### config.mk
export PLATFORM = sky130hd
export DESIGN_NAME = ir_mem_loader
export DESIGN_NICKNAME = d
export VERILOG_FILES = /design/src/rtl/ir_mem_loader.sv
export SDC_FILE = /design/constraint.sdc
export NUM_CORES = 1
export LEC_CHECK = 0
export BUFFER_PORTS_ARGS = -buffer_cell sky130_fd_sc_hd__buf_2
export CORE_ASPECT_RATIO = 0.6
export CORE_UTILIZATION = 35
export DETAILED_ROUTE_END_ITERATION = 10
export PLACE_DENSITY = 0.61
export SLEW_MARGIN = 5
export SYNTH_ARGS = -nofsm -noshare
export SYNTH_HDL_FRONTEND = slang
export SYNTH_SLANG_ARGS = --single-unit
### constraint.sdc
create_clock -name clk -period 2.1 [get_ports clk]
set_input_delay 0.105 -clock clk [delete_from_list [all_inputs] [get_ports clk]]
set_output_delay 0.105 -clock clk [all_outputs]
set_load 0.02 [all_outputs]
### src/rtl/ir_mem_loader.sv
// Instruction-memory loader: copies LOAD_DEPTH words from program memory into the IR regfile.
// Optional running checksum of the loaded words when IR_LOADER_CHECKSUM_EN is defined.
module ir_mem_loader #(
    parameter int DATA_WIDTH = 16,
    parameter int ADDR_WIDTH = 8,
    parameter int LOAD_DEPTH = 16
) (
    input  logic                  clk,
    input  logic                  rst,
    input  logic                  i_start,
    input  logic [ADDR_WIDTH-1:0] i_base_addr,
    output logic                  o_mem_req,
    output logic [ADDR_WIDTH-1:0] o_mem_addr,
    input  logic                  i_mem_ack,
    input  logic [DATA_WIDTH-1:0] i_mem_data,
    output logic                  o_rf_we,
    output logic [ADDR_WIDTH-1:0] o_rf_addr,
    output logic [DATA_WIDTH-1:0] o_rf_data,
    output logic                  o_busy,
`ifdef IR_LOADER_CHECKSUM_EN
    output logic [DATA_WIDTH-1:0] o_checksum,
`endif
    output logic                  o_init_finished
);

    typedef enum logic [1:0] {
        IDLE  = 2'd0,
        REQ   = 2'd1,
        WRITE = 2'd2,
        DONE  = 2'd3
    } state_e;

    localparam logic [ADDR_WIDTH-1:0] LAST_IDX = ADDR_WIDTH'(LOAD_DEPTH - 1);

    state_e                state_q, state_d;
    logic [ADDR_WIDTH-1:0] base_q, base_d;
    logic [ADDR_WIDTH-1:0] count_q, count_d;
    logic [DATA_WIDTH-1:0] data_q, data_d;
    logic                  start_acc;

    // A start is only honoured when no load is running.
    assign start_acc = i_start && ((state_q == IDLE) || (state_q == DONE));

    always_ff @(posedge clk or posedge rst) begin
        if (rst) begin
            state_q <= IDLE;
            base_q  <= '0;
            count_q <= '0;
            data_q  <= '0;
        end else begin
            state_q <= state_d;
            base_q  <= base_d;
            count_q <= count_d;
            data_q  <= data_d;
        end
    end

    always_comb begin
        state_d = state_q;
        base_d  = base_q;
        count_d = count_q;
        data_d  = data_q;
        case (state_q)
            IDLE, DONE: begin
                if (start_acc) begin
                    base_d  = i_base_addr;
                    count_d = '0;
                    state_d = REQ;
                end
            end
            REQ: begin
                if (i_mem_ack) begin
                    data_d  = i_mem_data;
                    state_d = WRITE;
                end
            end
            WRITE: begin
                if (count_q == LAST_IDX) begin
                    state_d = DONE;
                end else begin
                    count_d = count_q + 1'b1;
                    state_d = REQ;
                end
            end
            default: state_d = IDLE;
        endcase
    end

    // Outputs decode registered state only; address/data are zeroed outside their strobe.
    always_comb begin
        o_mem_req       = (state_q == REQ);
        o_mem_addr      = (state_q == REQ) ? (base_q + count_q) : '0;
        o_rf_we         = (state_q == WRITE);
        o_rf_addr       = (state_q == WRITE) ? count_q : '0;
        o_rf_data       = (state_q == WRITE) ? data_q : '0;
        o_busy          = (state_q == REQ) || (state_q == WRITE);
        o_init_finished = (state_q == DONE);
    end

`ifdef IR_LOADER_CHECKSUM_EN
    logic [DATA_WIDTH-1:0] csum_q, csum_d;

    always_ff @(posedge clk or posedge rst) begin
        if (rst) csum_q <= '0;
        else     csum_q <= csum_d;
    end

    always_comb begin
        csum_d = csum_q;
        if (start_acc) begin
            csum_d = '0;
        end else if ((state_q == REQ) && i_mem_ack) begin
            csum_d = csum_q + i_mem_data;
        end
    end

    assign o_checksum = csum_q;
`endif

endmodule

# After elaboration in Yosys (flattened, before gate mapping)

Cells that the tools add are included.

Add/subtract/negate cells: 2
Equality and inequality tests: 7
Multiplexer cells: 10
Reductions and logical operators: 10

Operators with widths:

| operator                                                         | count |
|---|---|
| 8-bit two-way mux                                                | 4 |
| 16-bit two-way mux                                               | 1 |
| 8-bit one-hot mux with 2 select lines                            | 1 |
| 8-bit by 1-bit adder with 8-bit output (second input constant)   | 1 |
| 8-bit adder                                                      | 1 |
| 8-bit by 4-bit == test with 1-bit output (second input constant) | 1 |
| 2-bit two-way mux                                                | 3 |
| 2-bit one-hot mux with 3 select lines                            | 1 |
| 2-bit AND reduction                                              | 3 |
| 2-bit == test (second input constant)                            | 2 |
| 2-bit != test (second input constant)                            | 2 |
| 3-bit AND reduction                                              | 1 |
| 2-bit by 1-bit == test with 1-bit output (second input constant) | 1 |
| 2-bit logical NOT                                                | 1 |
| 1-bit logical OR                                                 | 2 |
| 2-bit by 1-bit != test with 1-bit output (second input constant) | 1 |
| 2-bit nonzero test                                               | 1 |
| 2-bit OR reduction                                               | 1 |
| 1-bit logical AND                                                | 1 |

Register bits: 34
Bits of input ports: 28
Output and inout bits: 36

# Depth between registers and ports, before layout

Gate-level depths: netlist of the first run.

Depth after elaboration: 5
Depth in mapped cells: 7

# Least setup slack after synthesis of the first run

Ideal clock, no wire load.

Path kind: flip-flop to output port
Start point: reg count_q[0]
End point: out o_mem_addr[6]
Arrival: 2045 ps
Data required time: 1995 ps
Path slack: -50 ps
Cell stages (with the launch flop): 7
Buffers on the path: 0
Path through: dfrtp_1 ha_1 fa_1 a21o_1 a21o_1 a2111oi_0 a311o_1

Cells in the longest elaborated chain, start to end: 2

RTL lines:

| element                  | RTL line | text |
|---|---|---|
| start: declaration       | 37       | `logic [ADDR_WIDTH-1:0] count_q, count_d;` |
| start signal: assignment | 53       | `count_q <= count_d;` |
| 8-bit adder              | 92       | `o_mem_addr = (state_q == REQ) ? (base_q + count_q) : '0;` |
| 8-bit two-way mux        | 92       |  |
| end: declaration         | 13       | `output logic [ADDR_WIDTH-1:0] o_mem_addr,` |

Every way passes these cells.

# Worst setup path after layout of the first run

Start point: reg base_q[0]
End point: out o_mem_addr[6]

Cells in the longest elaborated chain, start to end: 2

RTL lines:

| element                  | RTL line | text |
|---|---|---|
| start: declaration       | 36       | `logic [ADDR_WIDTH-1:0] base_q, base_d;` |
| start signal: assignment | 52       | `base_q <= base_d;` |
| 8-bit adder              | 92       |  |
| 8-bit two-way mux        | 92       |  |

Every way passes these cells.

==> flow_summary.json, run 1 <==
{
  "holdCritStartpoint": "i_base_addr[2]",
  "yosys.area.top_type_share": 0.4111,
  "r2r_slack_ps": 210,
  "powerDensity_nw_per_um2": 1300,
  "p_total_uw": 3644,
  "wl_met3_um": 337,
  "violations": "setup timing",
  "rsz0062_at_grt": "true",
  "cts_tree": "yes",
  "synth.net_count": 232,
  "die-area_um2": 6234,
  "synth_edf_count": 0,
  "wire_per_inst_um": 13.65,
  "worstHoldPathType": "in2reg",
  "critPathRequiredTime_ps": 2000,
  "yosysWarningCount": 0,
  "final_cells": 353,
  "grt_use_total": 0.1560,
  "setup_viol": 4,
  "synth.yosys.seq_area_share": 0.4111,
  "period_share": 1.104,
  "die_x_um": 101.3,
  "clock_latency_ps": 280,
  "grt.overflow.total": 0,
  "timing.rr.start": "count_q[1]",
  "pin_count": 64,
  "clk_pin_slew_ps": 80,
  "synth-seq-cells": 34,
  "drt-initial-drc-count": 71,
  "min_period_ps": 2319,
  "postSynthCellCount": 191,
  "fillers": 558,
  "multi_input_area_um2": 1232,
  "synth_area_um2": 2069,
  "clk_path_buf_depth": 2,
  "m1WireLength_mm": 2.594,
  "seqCellArea_um2": 853.3,
  "place_inst": 342,
  "yosys.area.top_type": "dfrtp_1",
  "grt_pass1_vias": 1402,
  "grt_max_degree": 35,
  "place_ws_ps": -54.60,
  "cts_max_level": 2,
  "setup_slack_ps": -219.2,
  "gp_congestion": 0.7675,
  "portBuffers": 63,
  "max_slew_margin": 0.6822,
  "dpl.hpwl_mm": 3.593,
  "drive_above_1_share": 0.5165,
  "cts_root_buf": "clkbuf_8",
  "antenna_found_initial": 0,
  "cts_buffers": 5,
  "cp-start-kind": "flip-flop",
  "reg2reg_depth": 6,
  "drtAntennaViolNets": 0,
  "vias_per_cell": 4.941,
  "crit_type": "reg2out",
  "yosysUniqueCellTypes": 43,
  "status": "finished with violations",
  "wl_mm": 4.820,
  "yosysMostFrequentCell": "dfrtp_1",
  "route.met2.wl_mm": 1.889,
  "maxSlewViolCount": 0,
  "grt_pass1_wl_mm": 7.203,
  "start_util": 0.3680,
  "drcViolationCount": 0,
  "num_vias": 1744,
  "skew_ps": 11.19,
  "area_delta_synth_final_pct": 35.49,
  "finalSetupTns_ps": -563.2,
  "path_max_fanout": 2,
  "ir_drop_v": 0.0005251,
  "async_flop_share": 1.000,
  "final_nets": 314,
  "chipHeight_um": 61.56,
  "max_clock_freq_ghz": 0.4312,
  "holdPathEnd": "base_q[2]",
  "leakagePower_uw": 0.001375,
  "maxCapViolCount": 0,
  "postSynthAreaPerCell_um2": 10.84,
  "top_layer_used": "met3",
  "synth_common_cells": "dfrtp_1 (34), and2_1 (27), mux2_2 (27)",
  "worstMarginPinSlew_ps": 475.5,
  "coreArea_um2": 5623,
  "cp_data_arrival_time_ps": 2210,
  "clock_sinks": 34,
  "synthTopCellsByArea": "dfrtp_1 (41%), mux2_2 (15%), and2_1 (8.2%)",
  "end_kind": "output port",
  "fp-row-count": 21,
  "crit-reg2reg-capture": "count_q[0]",
  "hold_viol_final": 0,
  "diodes": 0,
  "dr.pass1.iters": 4,
  "holdPathStages": 2,
  "synth_ff_type": "dfrtp_1"
}
-- kinds of logic (layout without fill, tap and decap cells) --
group	Yosys count	after routing	synth area share
compound gates	38	38	0.1354
xor+xnor	3	3	0.01270
fa+ha+maj	13	13	0.08222
buf+inv	16	98	0.03809
flops	34	34	0.4111
mux	27	27	0.1469
simple gates	60	60	0.1735
-- report_power, final --
group          switching [µW]  internal, µW
combinational            1110           997
clock                     226           222
sequential                164           929
-- final cells by class --
cell class	instances	area share
clock buffers	5	0.02454
clock inverters	2	0.003570
inverters	7	0.009371
multi-input cells	141	0.4395
flip-flops and latches	34	0.3043
well taps	80	0.03570
repair buffers	84	0.1830
-- per-layer routing --
metal,GRT usage,vias up
met5,0,-
li1,-,853
met4,0.01863,0
met1,0.2535,829
met2,0.2021,62
met3,0.04313,0
-- stage by stage --
step	util	hold WS [ps]	cell area [µm²]
finish	0.4987	52.79	2804
detailed placement	0.4591	227.4	2581
global route	0.4987	45.06	2804
global placement	0.4591	230.3	2581
floorplan	-	246.6	2078
CTS	0.4860	47.00	2733
-- worst max path at each step --
| stage | from | endpoint | slack [ps] |
|---|---|---|---|
| 4_1_cts | base_q[0] | o_mem_addr[6] | -210 |
| 6_report | base_q[0] | o_mem_addr[6] | -220 |
| 3_3_place_gp | base_q[0] | o_mem_addr[6] | -20 |
| 5_1_grt | base_q[0] | o_mem_addr[6] | -320 |
| 3_5_place_dp | base_q[0] | o_mem_addr[6] | -50 |
| 2_1_floorplan | count_q[0] | o_mem_addr[6] | 5 |
-- cell usage in the layout (no fill, tap or decap), types with 3 or more instances in the layout --
master / synthesis / final
nor2_1: 5 / 5
a21oi_1: 5 / 4
a21o_1: 3 / 3
and2_1: 27 / 27
inv_1: 7 / 7
nand3_1: 3 / 3
nand2_1: 10 / 10
o21ai_0: 7 / 4
ha_1: 12 / 9
a22o_1: 4 / 4
buf_4: 0 / 19
o21ai_1: 1 / 3
mux2_2: 27 / 27
clkbuf_8: 0 / 5
buf_2: 2 / 59
buf_6: 2 / 4
nand4_1: 3 / 3
dfrtp_1: 34 / 32
-- critical path: stages (launching register included) --
cell and delay [ps]:
dfrtp_1 390, ha_2 200, fa_2 360, a21o_1 170
a21o_1 210, a2111oi_4 310, a311o_1 170, buf_6 120
-- sequential cells by signal, indices dropped and copies added, names as in the netlist --
signal,count
count_q,8
state_q,2
base_q,8
data_q,16
-- repair_timing --
item,in CTS,in global routing
buffers inserted,1,2
pin swaps,5,6
hold endpoints to repair,34,0
endpoints found under the setup margin,4,4
hold buffers,1,0
resized for setup,11,16
Power figures use the tool's default switching activity.
==> run 2, diff against run 1 <==
--- a/config.mk
+++ b/config.mk
@@ -9,7 +9,8 @@
 export CORE_ASPECT_RATIO = 0.6
 export CORE_UTILIZATION = 35
 export DETAILED_ROUTE_END_ITERATION = 10
-export PLACE_DENSITY = 0.61
+export PLACE_DENSITY = 0.59
+export SKIP_CTS_REPAIR_TIMING = 1
 export SLEW_MARGIN = 5
 export SYNTH_ARGS = -nofsm -noshare
 export SYNTH_HDL_FRONTEND = slang
==> constraint.sdc (replaced) <==
create_clock -name clk -period 2.6 [get_ports clk]
set_input_delay 0.13 -clock clk [delete_from_list [all_inputs] [get_ports clk]]
set_output_delay 0.13 -clock clk [all_outputs]
set_load 0.02 [all_outputs]
==> run 2 against run 1 <==
  * The flow finishes with violations (hold timing)
  * Sequential power down 19%
  * Clock-buffer cell count is the same
  * Clock skew is 4.8 ps lower
  * Setup slack gained 320 ps
==> flow_summary.json, run 2 (synthesized netlist as in run 1, its figures left out) <==
{
  "grt_pass1_wl_mm": 7.107,
  "end_kind": "output port",
  "r2r_slack_ps": 720,
  "fillers": 597,
  "cp_data_arrival_time_ps": 2370,
  "coreArea_um2": 5623,
  "seqCellArea_um2": 853.3,
  "multi_input_area_um2": 1166,
  "portBuffers": 63,
  "ir_drop_v": 0.0003881,
  "crit-reg2reg-capture": "count_q[1]",
  "dr.pass1.iters": 4,
  "hold_viol_final": 10,
  "diodes": 0,
  "start_util": 0.3680,
  "drtAntennaViolNets": 0,
  "cts_buffers": 5,
  "max_slew_margin": 0.4434,
  "grt_use_total": 0.1557,
  "final_common_cell": "buf_2",
  "p_total_uw": 2818,
  "cp-start-kind": "flip-flop",
  "worstHoldPathType": "in2async",
  "timing.rr.start": "state_q[0]",
  "grt_max_degree": 23,
  "chipHeight_um": 61.56,
  "powerDensity_nw_per_um2": 1075,
  "setup_viol": 0,
  "largest_register_ff_count": 16,
  "crit_type": "reg2out",
  "grt_pass1_vias": 1414,
  "pin_count": 64,
  "violations": "hold timing",
  "drt-initial-drc-count": 47,
  "clock_latency_ps": 290,
  "num_vias": 1653,
  "leakagePower_uw": 0.001302,
  "reg2reg_depth": 6,
  "path_max_fanout": 5,
  "drive_above_1_share": 0.4577,
  "wl_mm": 4.573,
  "skew_ps": 6.364,
  "place_inst": 330,
  "final_cells": 340,
  "hold_ws_ps": -7.188,
  "dpl_cell_area_um2": 2470,
  "cts_tree": "yes",
  "die_x_um": 101.3,
  "cts_root_buf": "clkbuf_8",
  "final_cell_mix": "buf_2 (63), dfrtp_1 (32), and2_1 (27), mux2_2 (27), ha_1 (12)",
  "final_nets": 300,
  "gp_congestion": 0.7435,
  "min_period_ps": 2502,
  "clk_path_buf_depth": 2,
  "worstMarginPinSlew_ps": 834.0,
  "dpl.hpwl_mm": 3.500,
  "critPathRequiredTime_ps": 2470,
  "antenna_found_initial": 0,
  "setup_slack_ps": 97.81,
  "clock_sinks": 34,
  "wire_per_inst_um": 13.45,
  "status": "finished with violations",
  "grt.overflow.total": 0,
  "max_clock_freq_ghz": 0.3997,
  "area_delta_synth_final_pct": 26.72,
  "top_regs": "data_q: 16 flops, base_q: 8 flops, count_q: 8 flops",
  "place_ws_ps": 259.2,
  "largest-register": "data_q",
  "maxSlewViolCount": 0,
  "cts_max_level": 2,
  "period_share": 0.9624,
  "maxCapViolCount": 0,
  "fp-row-count": 21,
  "final_area_um2": 2623,
  "die-area_um2": 6234,
  "vias_per_cell": 4.862,
  "clk_pin_slew_ps": 70,
  "drcViolationCount": 0
}
run 2: worst max-delay path by stage:
stage	start	to	slack (ps)	cells past startpoint
after floorplan	count_q[0]	o_mem_addr[6]	420	6
after global placement	count_q[0]	o_mem_addr[6]	310	7
after detailed placement	count_q[0]	o_mem_addr[6]	260	7
after CTS	count_q[0]	o_mem_addr[6]	-80	7
after global routing	count_q[0]	o_mem_addr[6]	-2	7
final	count_q[0]	o_mem_addr[6]	100	7
run 2: power by group:
part | switching (µW) | internal [µW] | leakage, µW
logic | 812 | 643 | 0.000829
registers | 129 | 750 | 0.000415
clock network | 202 | 282 | 0.0000579
run 2: routing by layer:
layer	routed length [µm]	part of all wire	track usage
met1	2479	0.54	0.2382
met4	40	0.0087	0.05590
met5	0	0	0
met2	1753	0.38	0.2031
met3	300	0.066	0.04540
run 2: area by class of cell:
class	count	area share
flip-flops and latches	34	0.3254
inverters	7	0.01002
clock inverters	3	0.01527
clock buffers	5	0.02624
well taps	80	0.03817
multi-input cells	141	0.4447
repair buffers	70	0.1403
run 2: stage by stage:
stage	TNS, ps	util
final	0	0.4664
after global routing	-1.631	0.4664
after CTS	-79.58	0.4586
after detailed placement	0	0.4393
after global placement	0	0.4393
after floorplan	0	-
run 2: critical path: stages (launching register included):
cell and delay, ps:
dfrtp_2 440, ha_1 250, fa_2 380, a21o_1 170
a21o_1 220, a2111oi_4 340, a311o_1 140, buf_2 150
==> run 3, diff against run 2 <==
--- a/config.mk
+++ b/config.mk
@@ -9,7 +9,7 @@
 export CORE_ASPECT_RATIO = 0.6
 export CORE_UTILIZATION = 35
 export DETAILED_ROUTE_END_ITERATION = 10
-export PLACE_DENSITY = 0.59
+export PLACE_DENSITY = 0.61
 export SKIP_CTS_REPAIR_TIMING = 1
 export SLEW_MARGIN = 5
 export SYNTH_ARGS = -nofsm -noshare
==> constraint.sdc (replaced) <==
create_clock -name clk -period 2.3 [get_ports clk]
set_input_delay 0.115 -clock clk [delete_from_list [all_inputs] [get_ports clk]]
set_output_delay 0.115 -clock clk [all_outputs]
set_load 0.02 [all_outputs]
==> run 3 against run 2 <==
  * The run ends with setup timing left
  * Clock power down 6.4%
  * Critical path type unchanged
  * Non-clock buffer count rose by 6
  * Core utilization rose by 0.78 points
  * Sequential cell count did not move
  * Global-route usage fell by 0.22 points
  * Highest routed layer unchanged
  * Combinational power is 19% higher
  * Sequential power is 12% higher
  * Largest cell class unchanged
  * Clock-buffer cell count rose by 2
==> flow_summary.json, run 3 (synthesized netlist as in run 1, its figures left out) <==
{
  "combPwrFrac": 0.546,
  "ir_drop_v": 0.0004556,
  "portBuffers": 63,
  "maxSlewViolCount": 0,
  "cp_num_buf_inv": 1,
  "p_total_uw": 3174,
  "place_inst": 334,
  "top_regs": "data_q: 16 flops, base_q: 8 flops, count_q: 8 flops",
  "p_sw_uw": 1298,
  "clock_latency_ps": 280,
  "grt_pass1_vias": 1394,
  "coreArea_um2": 5623,
  "cts_root_buf": "clkbuf_8",
  "hold_viol_final": 0,
  "setup_viol": 1,
  "dpl_cell_area_um2": 2500,
  "diodes": 0,
  "leakagePower_uw": 0.001315,
  "status": "finished with violations",
  "cp_data_arrival_time_ps": 2200,
  "chipHeight_um": 61.56,
  "largest-register": "data_q",
  "path_max_fanout": 3,
  "die-area_um2": 6234,
  "top_layer_used": "met4",
  "maxCapViolCount": 0,
  "fp-row-count": 21,
  "final_common_cell": "buf_2",
  "antenna_found_initial": 0,
  "crit_chain": "ha_2, fa_2, a21o_1, a21o_1, a2111oi_4, a311o_1, buf_4",
  "final_nets": 306,
  "place_ws_ps": 52.51,
  "rsz0062_at_grt": "true",
  "wl_mm": 4.729,
  "clock_sinks": 34,
  "cts_max_level": 2,
  "drive_above_1_share": 0.4774,
  "drtAntennaViolNets": 0,
  "critPathRequiredTime_ps": 2180,
  "gp_congestion": 0.8229,
  "start_util": 0.3680,
  "internal_power_uw": 1876,
  "drcViolationCount": 0,
  "skew_ps": 4.852,
  "largest_register_ff_count": 16,
  "wire_per_inst_um": 13.67,
  "num_vias": 1679,
  "cp-start-kind": "flip-flop",
  "route.met2.wl_mm": 1.930,
  "final_area_um2": 2666,
  "violations": "setup timing",
  "pin_count": 64,
  "dr.pass1.iters": 4,
  "r2r_slack_ps": 450,
  "cts_buffers": 5,
  "grt_use_total": 0.1535,
  "crit_type": "reg2out",
  "powerDensity_nw_per_um2": 1190,
  "wl_met3_um": 301,
  "period_share": 1.008,
  "end_kind": "output port",
  "die_x_um": 101.3,
  "cpMostUsedCell": "a21o_1",
  "worstHoldPathType": "in2reg",
  "cts_tree": "yes",
  "clk_path_buf_depth": 2,
  "grt_pass1_wl_mm": 7.072,
  "drt-initial-drc-count": 63,
  "power_frac_seq": 0.311,
  "clk_pin_slew_ps": 70,
  "cp_slowest_cell": "dfrtp_1",
  "cpPeakStageDelay_ps": 380,
  "grt_max_degree": 35,
  "max_slew_margin": 0.6885,
  "dpl.hpwl_mm": 3.471,
  "m1WireLength_mm": 2.488,
  "min_period_ps": 2318,
  "worstMarginPinSlew_ps": 466.2,
  "final_cells": 346,
  "fillers": 564,
  "area_delta_synth_final_pct": 28.84,
  "final_cell_mix": "buf_2 (61), dfrtp_1 (31), and2_1 (27), mux2_2 (27), buf_4 (14)",
  "grt.overflow.total": 0,
  "swShare": 0.4090,
  "setup_slack_ps": -17.95,
  "cp_top_family": "compound AO/OA/AOI/OAI gates",
  "max_clock_freq_ghz": 0.4314,
  "hold_ws_ps": 58.97,
  "clock_power_share": 0.143,
  "vias_per_cell": 4.853
}
run 3: cell count changes in the layout (fill, tap and decap cells not counted), sizes merged:
cell         delta
clkbuf          +2
dlygate4sd3     +1
clkinv          -1
bufinv          -1
buf             +5
run 3: metrics by stage:
| stage | util | TNS (ps) |
|---|---|---|
| 6_report | 0.4742 | -17.95 |
| 5_1_grt | 0.4742 | -244.9 |
| 4_1_cts | 0.4608 | -356.3 |
| 3_5_place_dp | 0.4446 | 0 |
| 3_3_place_gp | 0.4446 | 0 |
| 2_1_floorplan | - | 0 |
run 3: metal layers:
metal / global-route usage / up-vias
li1: - / 841
met1: 0.2364 / 792
met2: 0.2041 / 44
met3: 0.05108 / 2
met4: 0.03106 / 0
met5: 0 / -
run 3: worst reg2reg max path: cells and delay by family (launching register included):
kind / cells / cell delay [ps]
buffers and inverters: 2 / 330
AND/OR/NAND/NOR: 1 / 190
adder cells (fa/ha/maj): 1 / 420
flip-flops: 1 / 420
multiplexers: 1 / 370
run 3: final cells by class:
type,count,area (µm²),share of cell area
tap,80,100.1,0.03754
timing repair buffer,76,420.4,0.1577
inverter,7,26.28,0.009855
sequential,34,854.6,0.3205
multi-input combinational,141,1174,0.4402
clock inverter,1,5.005,0.001877
clock buffer,7,86.33,0.03238
run 3: power by group through the flow:
stage | sequential (µW) | combinational (µW) | clock [µW]
finish | 986 | 1730 | 453
global route | 1020 | 1920 | 497
CTS | 987 | 1670 | 469
detailed placement | 999 | 1660 | 0
global placement | 989 | 1650 | 0
floorplan | 961 | 1200 | 0
run 3: final timing paths:
kind	startpoint	endpoint	cells past startpoint
max in group asynchronous	rst	count_q[1]	4
min reg2reg	data_q[10]	data_q[10]	1
max reg2reg	state_q[1]	data_q[7]	5
max	base_q[0]	o_mem_addr[6]	7
min	i_mem_data[0]	data_q[0]	2
min in group asynchronous	rst	base_q[5]	4
